--- src/rtl/instruction_fetch_if.sv ---
// ----------------------------------------------------------------------------
// instruction_fetch_if
//   Bundles the IF-stage signals: control from later stages, the instruction
//   ROM port and the IF/ID pipeline register outputs.
//
//   Handshake: there is no ready signal towards fetch. 'stall' is the
//   back-pressure from decode. While it is high, the IF/ID entry (if_valid and
//   its payload) is held and must not be considered consumed. An entry with
//   if_valid high is consumed on every rising edge where stall is low.
//
//   master : the fetch stage (drives rom_address and if_*)
//   slave  : the surrounding pipeline / ROM (drives control and rom_data)
// ----------------------------------------------------------------------------
interface instruction_fetch_if;
    logic        stall;
    logic        flush;
    logic        redirect_valid;
    logic [31:0] redirect_pc;
    logic [31:0] rom_address;
    logic [31:0] rom_data;
    logic        if_valid;
    logic [31:0] if_pc;
    logic [31:0] if_pc_plus4;
    logic [31:0] if_instruction;
    logic        if_misaligned;

    modport master (
        input  stall, flush, redirect_valid, redirect_pc, rom_data,
        output rom_address, if_valid, if_pc, if_pc_plus4, if_instruction,
               if_misaligned
    );

    modport slave (
        output stall, flush, redirect_valid, redirect_pc, rom_data,
        input  rom_address, if_valid, if_pc, if_pc_plus4, if_instruction,
               if_misaligned
    );
endinterface

--- src/rtl/instruction_fetch.sv ---
// ----------------------------------------------------------------------------
// instruction_fetch
//   IF stage of the single-issue RV32 pipeline. Owns the PC, drives the
//   combinational instruction ROM address and fills the IF/ID register.
//
//   Ports:
//     clk          rising-edge clock
//     reset        synchronous, active-high reset
//     bus          instruction_fetch_if.master (control, ROM port, IF/ID out)
//     debug_state  current FSM state (0 = RUN, 1 = HALT)
//
//   Parameters:
//     RESET_PC     PC loaded on reset
//     NOP_INSTR    instruction placed in bubbles (addi x0,x0,0)
//
//   Optional feature, macro INSTRUCTION_FETCH_MISALIGN_TRAP_EN:
//     a redirect to an odd address produces one trap entry (if_misaligned)
//     and parks the stage in HALT until an aligned redirect or reset.
//     Without it, redirect_pc[0] is dropped and if_misaligned is 0.
// ----------------------------------------------------------------------------
module instruction_fetch #(
    parameter logic [31:0] RESET_PC  = 32'h0000_0000,
    parameter logic [31:0] NOP_INSTR = 32'h0000_0013
) (
    input  logic                       clk,
    input  logic                       reset,
    instruction_fetch_if.master        bus,
    output logic                       debug_state
);

    typedef enum logic {
        RUN  = 1'b0,
        HALT = 1'b1
    } state_t;

    state_t      state, state_next;

    logic [31:0] pc, pc_next;
    logic [31:0] pc_plus4;

    logic        entry_valid, entry_valid_next;
    logic [31:0] entry_pc, entry_pc_next;
    logic [31:0] entry_pc_plus4, entry_pc_plus4_next;
    logic [31:0] entry_instr, entry_instr_next;

`ifdef INSTRUCTION_FETCH_MISALIGN_TRAP_EN
    logic        entry_misaligned, entry_misaligned_next;
    // Set while the trap entry for the halted PC has not yet been delivered.
    logic        trap_pending, trap_pending_next;
`endif

    assign pc_plus4 = pc + 32'd4;  // modulo 2^32, wraps silently

    // Next-state / next-register logic. Priority: redirect > (HALT) > flush
    // > stall > normal fetch.
    always_comb begin
        state_next          = state;
        pc_next             = pc;
        entry_valid_next    = entry_valid;
        entry_pc_next       = entry_pc;
        entry_pc_plus4_next = entry_pc_plus4;
        entry_instr_next    = entry_instr;
`ifdef INSTRUCTION_FETCH_MISALIGN_TRAP_EN
        entry_misaligned_next = entry_misaligned;
        trap_pending_next     = trap_pending;
`endif

        if (bus.redirect_valid) begin
            // Redirect wins over stall so a taken branch is never lost.
            entry_valid_next = 1'b0;
            entry_instr_next = NOP_INSTR;
`ifdef INSTRUCTION_FETCH_MISALIGN_TRAP_EN
            entry_misaligned_next = 1'b0;
            pc_next               = bus.redirect_pc;
            if (bus.redirect_pc[0]) begin
                state_next        = HALT;
                trap_pending_next = 1'b1;
            end else begin
                state_next        = RUN;
                trap_pending_next = 1'b0;
            end
`else
            // Halfword alignment to match the ROM's address[9:1] indexing.
            pc_next = bus.redirect_pc & ~32'd1;
`endif
        end
`ifdef INSTRUCTION_FETCH_MISALIGN_TRAP_EN
        else if (state == HALT) begin
            // PC is frozen in HALT; only the IF/ID entry changes.
            if (bus.flush) begin
                entry_valid_next      = 1'b0;
                entry_instr_next      = NOP_INSTR;
                entry_misaligned_next = 1'b0;
            end else if (!bus.stall) begin
                if (trap_pending) begin
                    entry_valid_next      = 1'b1;
                    entry_misaligned_next = 1'b1;
                    entry_pc_next         = pc;
                    entry_pc_plus4_next   = pc_plus4;
                    entry_instr_next      = NOP_INSTR;
                    trap_pending_next     = 1'b0;
                end else begin
                    entry_valid_next      = 1'b0;
                    entry_instr_next      = NOP_INSTR;
                    entry_misaligned_next = 1'b0;
                end
            end
        end
`endif
        else if (bus.flush) begin
            entry_valid_next = 1'b0;
            entry_instr_next = NOP_INSTR;
`ifdef INSTRUCTION_FETCH_MISALIGN_TRAP_EN
            entry_misaligned_next = 1'b0;
`endif
            if (!bus.stall) begin
                pc_next = pc_plus4;
            end
        end else if (!bus.stall) begin
            entry_valid_next    = 1'b1;
            entry_pc_next       = pc;
            entry_pc_plus4_next = pc_plus4;
            entry_instr_next    = bus.rom_data;
`ifdef INSTRUCTION_FETCH_MISALIGN_TRAP_EN
            entry_misaligned_next = 1'b0;
`endif
            pc_next = pc_plus4;
        end
    end

    always_ff @(posedge clk) begin
        if (reset) begin
            state          <= RUN;
            pc             <= RESET_PC;
            entry_valid    <= 1'b0;
            entry_pc       <= 32'd0;
            entry_pc_plus4 <= 32'd4;
            entry_instr    <= NOP_INSTR;
`ifdef INSTRUCTION_FETCH_MISALIGN_TRAP_EN
            entry_misaligned <= 1'b0;
            trap_pending     <= 1'b0;
`endif
        end else begin
            state          <= state_next;
            pc             <= pc_next;
            entry_valid    <= entry_valid_next;
            entry_pc       <= entry_pc_next;
            entry_pc_plus4 <= entry_pc_plus4_next;
            entry_instr    <= entry_instr_next;
`ifdef INSTRUCTION_FETCH_MISALIGN_TRAP_EN
            entry_misaligned <= entry_misaligned_next;
            trap_pending     <= trap_pending_next;
`endif
        end
    end

    assign bus.rom_address    = pc;
    assign bus.if_valid       = entry_valid;
    assign bus.if_pc          = entry_pc;
    assign bus.if_pc_plus4    = entry_pc_plus4;
    assign bus.if_instruction = entry_instr;
`ifdef INSTRUCTION_FETCH_MISALIGN_TRAP_EN
    assign bus.if_misaligned  = entry_misaligned;
`else
    assign bus.if_misaligned  = 1'b0;
`endif
    assign debug_state        = (state == HALT);

endmodule

--- src/flat_wrapper.sv ---
// flat-port wrapper written by rule: the top's interface ports become plain ports
module instruction_fetch_flat 
#(
    parameter logic [31:0] RESET_PC  = 32'h0000_0000,
    parameter logic [31:0] NOP_INSTR = 32'h0000_0013
)
  (clk, reset, debug_state, bus_stall, bus_flush, bus_redirect_valid, bus_redirect_pc, bus_rom_data, bus_rom_address, bus_if_valid, bus_if_pc, bus_if_pc_plus4, bus_if_instruction, bus_if_misaligned);
  instruction_fetch_if bus_i ();
  input  logic clk;
  input  logic reset;
  output logic debug_state;
  input wire logic [$bits(bus_i.stall)-1:0] bus_stall;
  input wire logic [$bits(bus_i.flush)-1:0] bus_flush;
  input wire logic [$bits(bus_i.redirect_valid)-1:0] bus_redirect_valid;
  input wire logic [$bits(bus_i.redirect_pc)-1:0] bus_redirect_pc;
  input wire logic [$bits(bus_i.rom_data)-1:0] bus_rom_data;
  output wire logic [$bits(bus_i.rom_address)-1:0] bus_rom_address;
  output wire logic [$bits(bus_i.if_valid)-1:0] bus_if_valid;
  output wire logic [$bits(bus_i.if_pc)-1:0] bus_if_pc;
  output wire logic [$bits(bus_i.if_pc_plus4)-1:0] bus_if_pc_plus4;
  output wire logic [$bits(bus_i.if_instruction)-1:0] bus_if_instruction;
  output wire logic [$bits(bus_i.if_misaligned)-1:0] bus_if_misaligned;
  assign bus_i.stall = bus_stall;
  assign bus_i.flush = bus_flush;
  assign bus_i.redirect_valid = bus_redirect_valid;
  assign bus_i.redirect_pc = bus_redirect_pc;
  assign bus_i.rom_data = bus_rom_data;
  assign bus_rom_address = bus_i.rom_address;
  assign bus_if_valid = bus_i.if_valid;
  assign bus_if_pc = bus_i.if_pc;
  assign bus_if_pc_plus4 = bus_i.if_pc_plus4;
  assign bus_if_instruction = bus_i.if_instruction;
  assign bus_if_misaligned = bus_i.if_misaligned;
  instruction_fetch #(.RESET_PC(RESET_PC), .NOP_INSTR(NOP_INSTR)) u_core (.clk(clk), .reset(reset), .bus(bus_i), .debug_state(debug_state));
endmodule
--- config.mk ---
export PLATFORM = sky130hd
export DESIGN_NAME = instruction_fetch_flat
export DESIGN_NICKNAME = d
export VERILOG_FILES = /design/src/rtl/instruction_fetch_if.sv /design/src/rtl/instruction_fetch.sv /design/src/flat_wrapper.sv
export SDC_FILE = /design/constraint.sdc
export NUM_CORES = 1
export LEC_CHECK = 0
export BUFFER_PORTS_ARGS = -buffer_cell sky130_fd_sc_hd__buf_2
export CAP_MARGIN = 0
export CORE_MARGIN = 3
export CORE_UTILIZATION = 30
export CTS_BUF_LIST = sky130_fd_sc_hd__clkbuf_4 sky130_fd_sc_hd__clkbuf_8
export DETAILED_ROUTE_END_ITERATION = 6
export PLACE_DENSITY = 0.59
export SLEW_MARGIN = 0
export SYNTH_ARGS = -nofsm -noshare
export SYNTH_HDL_FRONTEND = slang
export SYNTH_SLANG_ARGS = --single-unit
export TNS_END_PERCENT = 50
--- constraint.sdc ---
create_clock -name clk -period 2.69 [get_ports clk]
set_clock_uncertainty 0.2 [all_clocks]
set_input_delay 0.1345 -clock clk [delete_from_list [all_inputs] [get_ports clk]]
set_output_delay 0.1345 -clock clk [all_outputs]
set_load 0.01 [all_outputs]
# Word level (Yosys, flattened, before mapping)
# Index checks and enable logic that the tools add are counted.
[op_classes] n_reduce_logical=3 eq_ne=1 addsub=1 muxes=2 bitwise=3
[op_table] cell="$mux 32" count=2
[op_table] cell="$add 32x3->32 const B" count=1
[op_table] cell="$not 1->1" count=3
[op_table] cell="$reduce_and 3->1" count=1
[op_table] cell="$reduce_or 3->1" count=1
[op_table] cell="$ne 2x1->1 const B" count=1
[op_table] cell="$reduce_or 2->1" count=1
[totals] ff_bits=129 input_bits=69 elab_cells=16

# Depth between registers and ports, before layout
[logic_depth] ltp_word=3 mapped_depth=6 ltp_nobuf=5

# Worst setup path after synthesis
# Ideal clock, no wire load.
[synth_path] path_type="register to register" startpoint="register u_core.pc[2] (netlist: u_core.bus.rom_address[2])" endpoint="register u_core.entry_pc_plus4[22] (netlist: u_core.bus.if_pc_plus4[22])" arrival_time_ps=2118 synth_period_minus_slack_ps=2409 path_buffers=0 t_required_ps=2399 stages_incl_launch_ff=6 setup_time_ps=91 slack_ps=281 cell_sequence="dfxtp_1 -> ha_1 -> nand3_1 -> nor4_1 -> or3b_2 -> a311oi_1"
[synth_between] elab_chain_len=1
[synth_lines] element="from (decl)" line="instruction_fetch.sv:38" source="logic [31:0] pc, pc_next;"
[synth_lines] element="from (signal assigned)" line="instruction_fetch.sv:145" source="pc <= pc_next;"
[synth_lines] element="$add 32x3->32" line="instruction_fetch.sv:52" source="assign pc_plus4 = pc + 32'd4;"
[synth_lines] element="to (signal assigned)" line="instruction_fetch.sv:148" source="entry_pc_plus4 <= entry_pc_plus4_next;"
[synth_lines] element="to (decl)" line="instruction_fetch.sv:43" source="logic [31:0] entry_pc_plus4, entry_pc_plus4_next;"
# No other way between the ends.
# A chain may end at the register's enable or synchronous reset.

# Worst setup path after layout
[layout_path] startpoint="register u_core.pc[3] (netlist: u_core.bus.rom_address[3])" endpoint="register u_core.pc[24] (netlist: u_core.bus.rom_address[24])"
[layout_between] elab_chain_len=3
[layout_lines] element="$add 32x3->32" line="instruction_fetch.sv:52"
[layout_lines] element="$mux 32" line="instruction_fetch.sv:116, instruction_fetch.sv:119"
[layout_lines] element="$mux 32" line="instruction_fetch.sv:68" source="if (bus.redirect_valid) begin"
# No other way between the ends. The select of a mux whose other input is x is not followed.

==> key figures <==
Status
  • Status: complete, no violations

Final layout
  • Multi-input logic area: 0.00287 mm²
  • Ratio of cells with drive above 1 in the final layout: 30.1%
  • Number of fill cells: 1836
  • Nets: 999
  • Reg area: around 0.0025 mm²
  • Area growth from synthesis to layout: 40.5%
  • Layout Utilization: 43.9%
  • Ant diodes: 0
  • Final non-filler cell area: 0.00808 mm²

Detailed routing
  • DR WL met3: 1700 µm
  • WL final: 20300 µm
  • Post-route ant nets: 0
  • DR iter-0 viols: 323
  • Met2 wire len: 9600 µm
  • Drt drc: 0
  • Vias: 5999
  • Max Used Layer: met4
  • DRT Pass-1 Iters: 4
  • Post-DR vias/cell: 5.12
  • Metal1 wirelength: 8670 µm
  • DR WL/cell: around 17 µm

Setup path
  • Critical path's slowest cell: dfxtp_1
  • Crit Path Category: reg -> reg
  • Critical Path Start Type: register
  • Crit-path max cell delay: 470 ps
  • Crit Path Max Fanout: 7
  • Worst Path Required: 2820 ps
  • Worst reg2reg path depth: 5
  • Reg2Reg Launch Point: u_core.bus.rom_address[3]
  • Crit end category: register
  • Worst R2R End: u_core.bus.rom_address[24]
  • Arrival @ worst endpoint: approximately 2600 ps
  • R2R Setup Slk: 220 ps
  • CP bufs+invs: 0
  • CP delay by family, top: compound AO/OA/AOI/OAI gates
  • CP cell instances: ha_1 -> nand4b_1 -> or2_1 -> o41a_1 -> a2111oi_0

Placed design
  • Area after DPL: 0.00702 mm²
  • PortBufs: between 150 and 200
  • Final GP Congestion: 0.860
  • DP HPWL: 14400 µm
  • Pre-CTS WS: 250 ps

Logic synthesis
  • Synth unique cells: 55
  • Synth area leader: dfxtp_1
  • Number of flops mapped to enable cells by yosys: 0
  • Seq/Total Area, Yosys: 43.5%
  • Yosys warns: 0
  • Seq cells post-synth: 125
  • Mapped cell area: 0.00575 mm²
  • Top_reg_cell synth: dfxtp_1
  • Dominant cells by area after synthesis: dfxtp_1, nor2_1, mux2i_1
  • Cells after Synth: 676
  • Asr flop ratio synth: 0%
  • Area share of the largest cell type after synthesis: 43.5%
  • Syn_area_per_cell: ~8.5 µm²

Timing
  • RSZ-0062 raised after global routing: false
  • Slew @ Worst Pin: around 700 ps
  • Final setup margin: around 220 ps
  • Final Hold Viols: 0
  • Slew Limit Fails: 0
  • TNS Setup: 0 ps
  • Max Fclk: 0.404 GHz
  • Minimum clock period: 2470 ps
  • Period utilisation layout: 91.9%
  • Final setup vio count: 0
  • Slew HR: 53.0%

Clock network
  • Clock Tree Root: clkbuf_8
  • Post-CTS Setup Bufs: 0
  • H-Tree Depth: 4
  • Sink Count: 125
  • Clock Latency Late Sink: 450 ps
  • CTS max path bufs: 2
  • CTS tree: done
  • Post-CTS sizing: 0
  • Num CTS Buffers: 17
  • Clk slew on worst S/H paths: 90 ps

Min path
  • HP Start: bus_flush
  • HP Class: in -> reg
  • Hold Path Sink: u_core.bus.if_pc_plus4[1]
  • Min-Delay Path Depth: 5

Floorplanning
  • Die X: 144 µm
  • I/O Pins: 200
  • Die area: 0.0209 mm²
  • Die height: 144 µm
  • Initial core utilization: 31.3%
  • Core area: 0.0184 mm²
  • Rows: 49

Global routing
  • Initial antenna violation count: 0
  • All-Layer GR Usage: 19.0%
  • Largest net degree at the start of global routing: 66
  • Total grt overflow: 0
  • Number of global-route vias before repair: 5518
  • First-pass GRT wire length: 30800 µm

Pwr
  • Maximum vdd drop: 429 µV
  • Leakage power: 0.00336 µW
  • Sw Pwr: 1240 µW
  • PD cells: 525 mW/mm²
  • Logic pwr share: 14.4%
  • Internal power: 3000 µW
  • Switching Share: 29.2%
  • Sequential power share: 46.9%
  • Clock share of power: 38.7%

Flow run
  • Max-cap viol count: 0
[cell type report]
class	instances	share of cell area (%)
repair buffers	303	24.5
inverters	11	0.511
well taps	229	3.55
multi-input cells	471	35.6
clock buffers	19	3.24
clock inverters	13	1.61
flip-flops and latches	125	31.0
[synthesized netlist by cell type, types with 2 or more instances]
library cell / number
a2111oi_0: 5
a211o_1: 3
a211oi_1: 22
a21oi_1: 37
a221o_1: 2
a311oi_1: 27
and3_1: 5
and4_1: 8
buf_1: 12
buf_2: 8
buf_4: 10
buf_6: 4
clkbuf_1: 37
clkbuf_2: 2
dfxtp_1: 125
inv_1: 10
mux2i_1: 31
nand2_1: 77
nand3_1: 11
nand4_1: 10
nand4_4: 3
nand4b_1: 2
nor2_1: 90
nor2b_1: 7
nor3_1: 13
nor3b_1: 2
nor4_1: 16
o21a_1: 3
o21ai_0: 14
o31ai_1: 13
or2_2: 3
or3_1: 13
or4_1: 12
xnor2_1: 18
[what timing repair did]
item / in CTS / in global routing
endpoints found under the hold margin: 77 / 0
hold buffers: 66 / 0
setup endpoints to repair: 0 / 0
[state kept, by name, indices dropped and copies added (netlist names)]
name	count
u_core.bus.if_instruction	32
u_core.bus.if_pc_plus4	31
u_core.bus.rom_address	31
u_core.bus.if_pc	30
u_core.bus.if_valid	1
[stage by stage]
stage,std cells,hold WS [ps],power (µW)
3_3_place_gp,1073,162,2560
2_1_floorplan,680,77.2,2330
6_report,1171,42.6,4240
4_1_cts,1171,24.0,4290
3_5_place_dp,1073,171,2570
5_1_grt,1171,53.1,4440
[worst max-delay path by stage]
| stage | cells past startpoint | from | slack [ps] | endpoint |
|---|---|---|---|---|
| floorplan | 5 | u_core.bus.rom_address[2] | 280 | u_core.bus.if_pc_plus4[22] |
| global placement | 5 | u_core.bus.rom_address[3] | 330 | u_core.bus.rom_address[24] |
| detailed placement | 5 | u_core.bus.rom_address[3] | 250 | u_core.bus.rom_address[24] |
| CTS | 5 | u_core.bus.rom_address[3] | 210 | u_core.bus.rom_address[24] |
| global route | 5 | u_core.bus.rom_address[2] | 90 | u_core.bus.rom_address[20] |
| finish | 5 | u_core.bus.rom_address[3] | 220 | u_core.bus.rom_address[24] |
[power groups by stage]
stage | Combinational, µW | Clock (µW) | Sequential (µW)
after floorplan | 282 | 0 | 2050
after global placement | 532 | 0 | 2030
after detailed placement | 535 | 0 | 2030
after CTS | 611 | 1690 | 1990
after global routing | 667 | 1780 | 2000
final | 609 | 1640 | 1990
[cell usage in the layout (no fill, tap or decap), types with 13 or more instances in the layout]
cell,count
nor4_1,16
o21ai_0,14
or3_1,13
buf_4,42
xnor2_1,18
nand2_1,77
mux2i_1,31
a311oi_1,27
nor2_1,90
buf_2,193
o31ai_1,13
a211oi_1,22
dfxtp_1,125
a21oi_1,37
clkbuf_8,19
dlygate4sd3_1,66
[kinds of logic (layout without fill, tap and decap cells)]
| logic type | Yosys count | in the layout | share of synthesized area, % |
|---|---|---|---|
| and+or+nand+nor | 284 | 284 | 25.1 |
| AOI/OAI and AO/OA | 131 | 131 | 15.9 |
| DFF | 125 | 125 | 43.5 |
| buffers and inverters | 84 | 346 | 6.88 |
| muxes | 31 | 31 | 5.40 |
| xor gates and xnor gates | 19 | 19 | 2.89 |
| adders and majority gates | 1 | 1 | 0.218 |
| other | 1 | 5 | 0.0652 |
[worst reg2reg max path, stage by stage (launching register included)]
cell	delay [ps]
dfxtp_1	470
ha_1	330
nand4b_1	230
or2_1	370
o41a_1	440
a2111oi_0	310
[routing by layer]
metal | GRT usage, % | up-vias
met1 | 24.2 | 2807
met3 | 5.75 | 20
met2 | 31.2 | 241
met5 | 0 | -
li1 | - | 2931
met4 | 5.15 | 0
(Power assumes the default switching activity.)
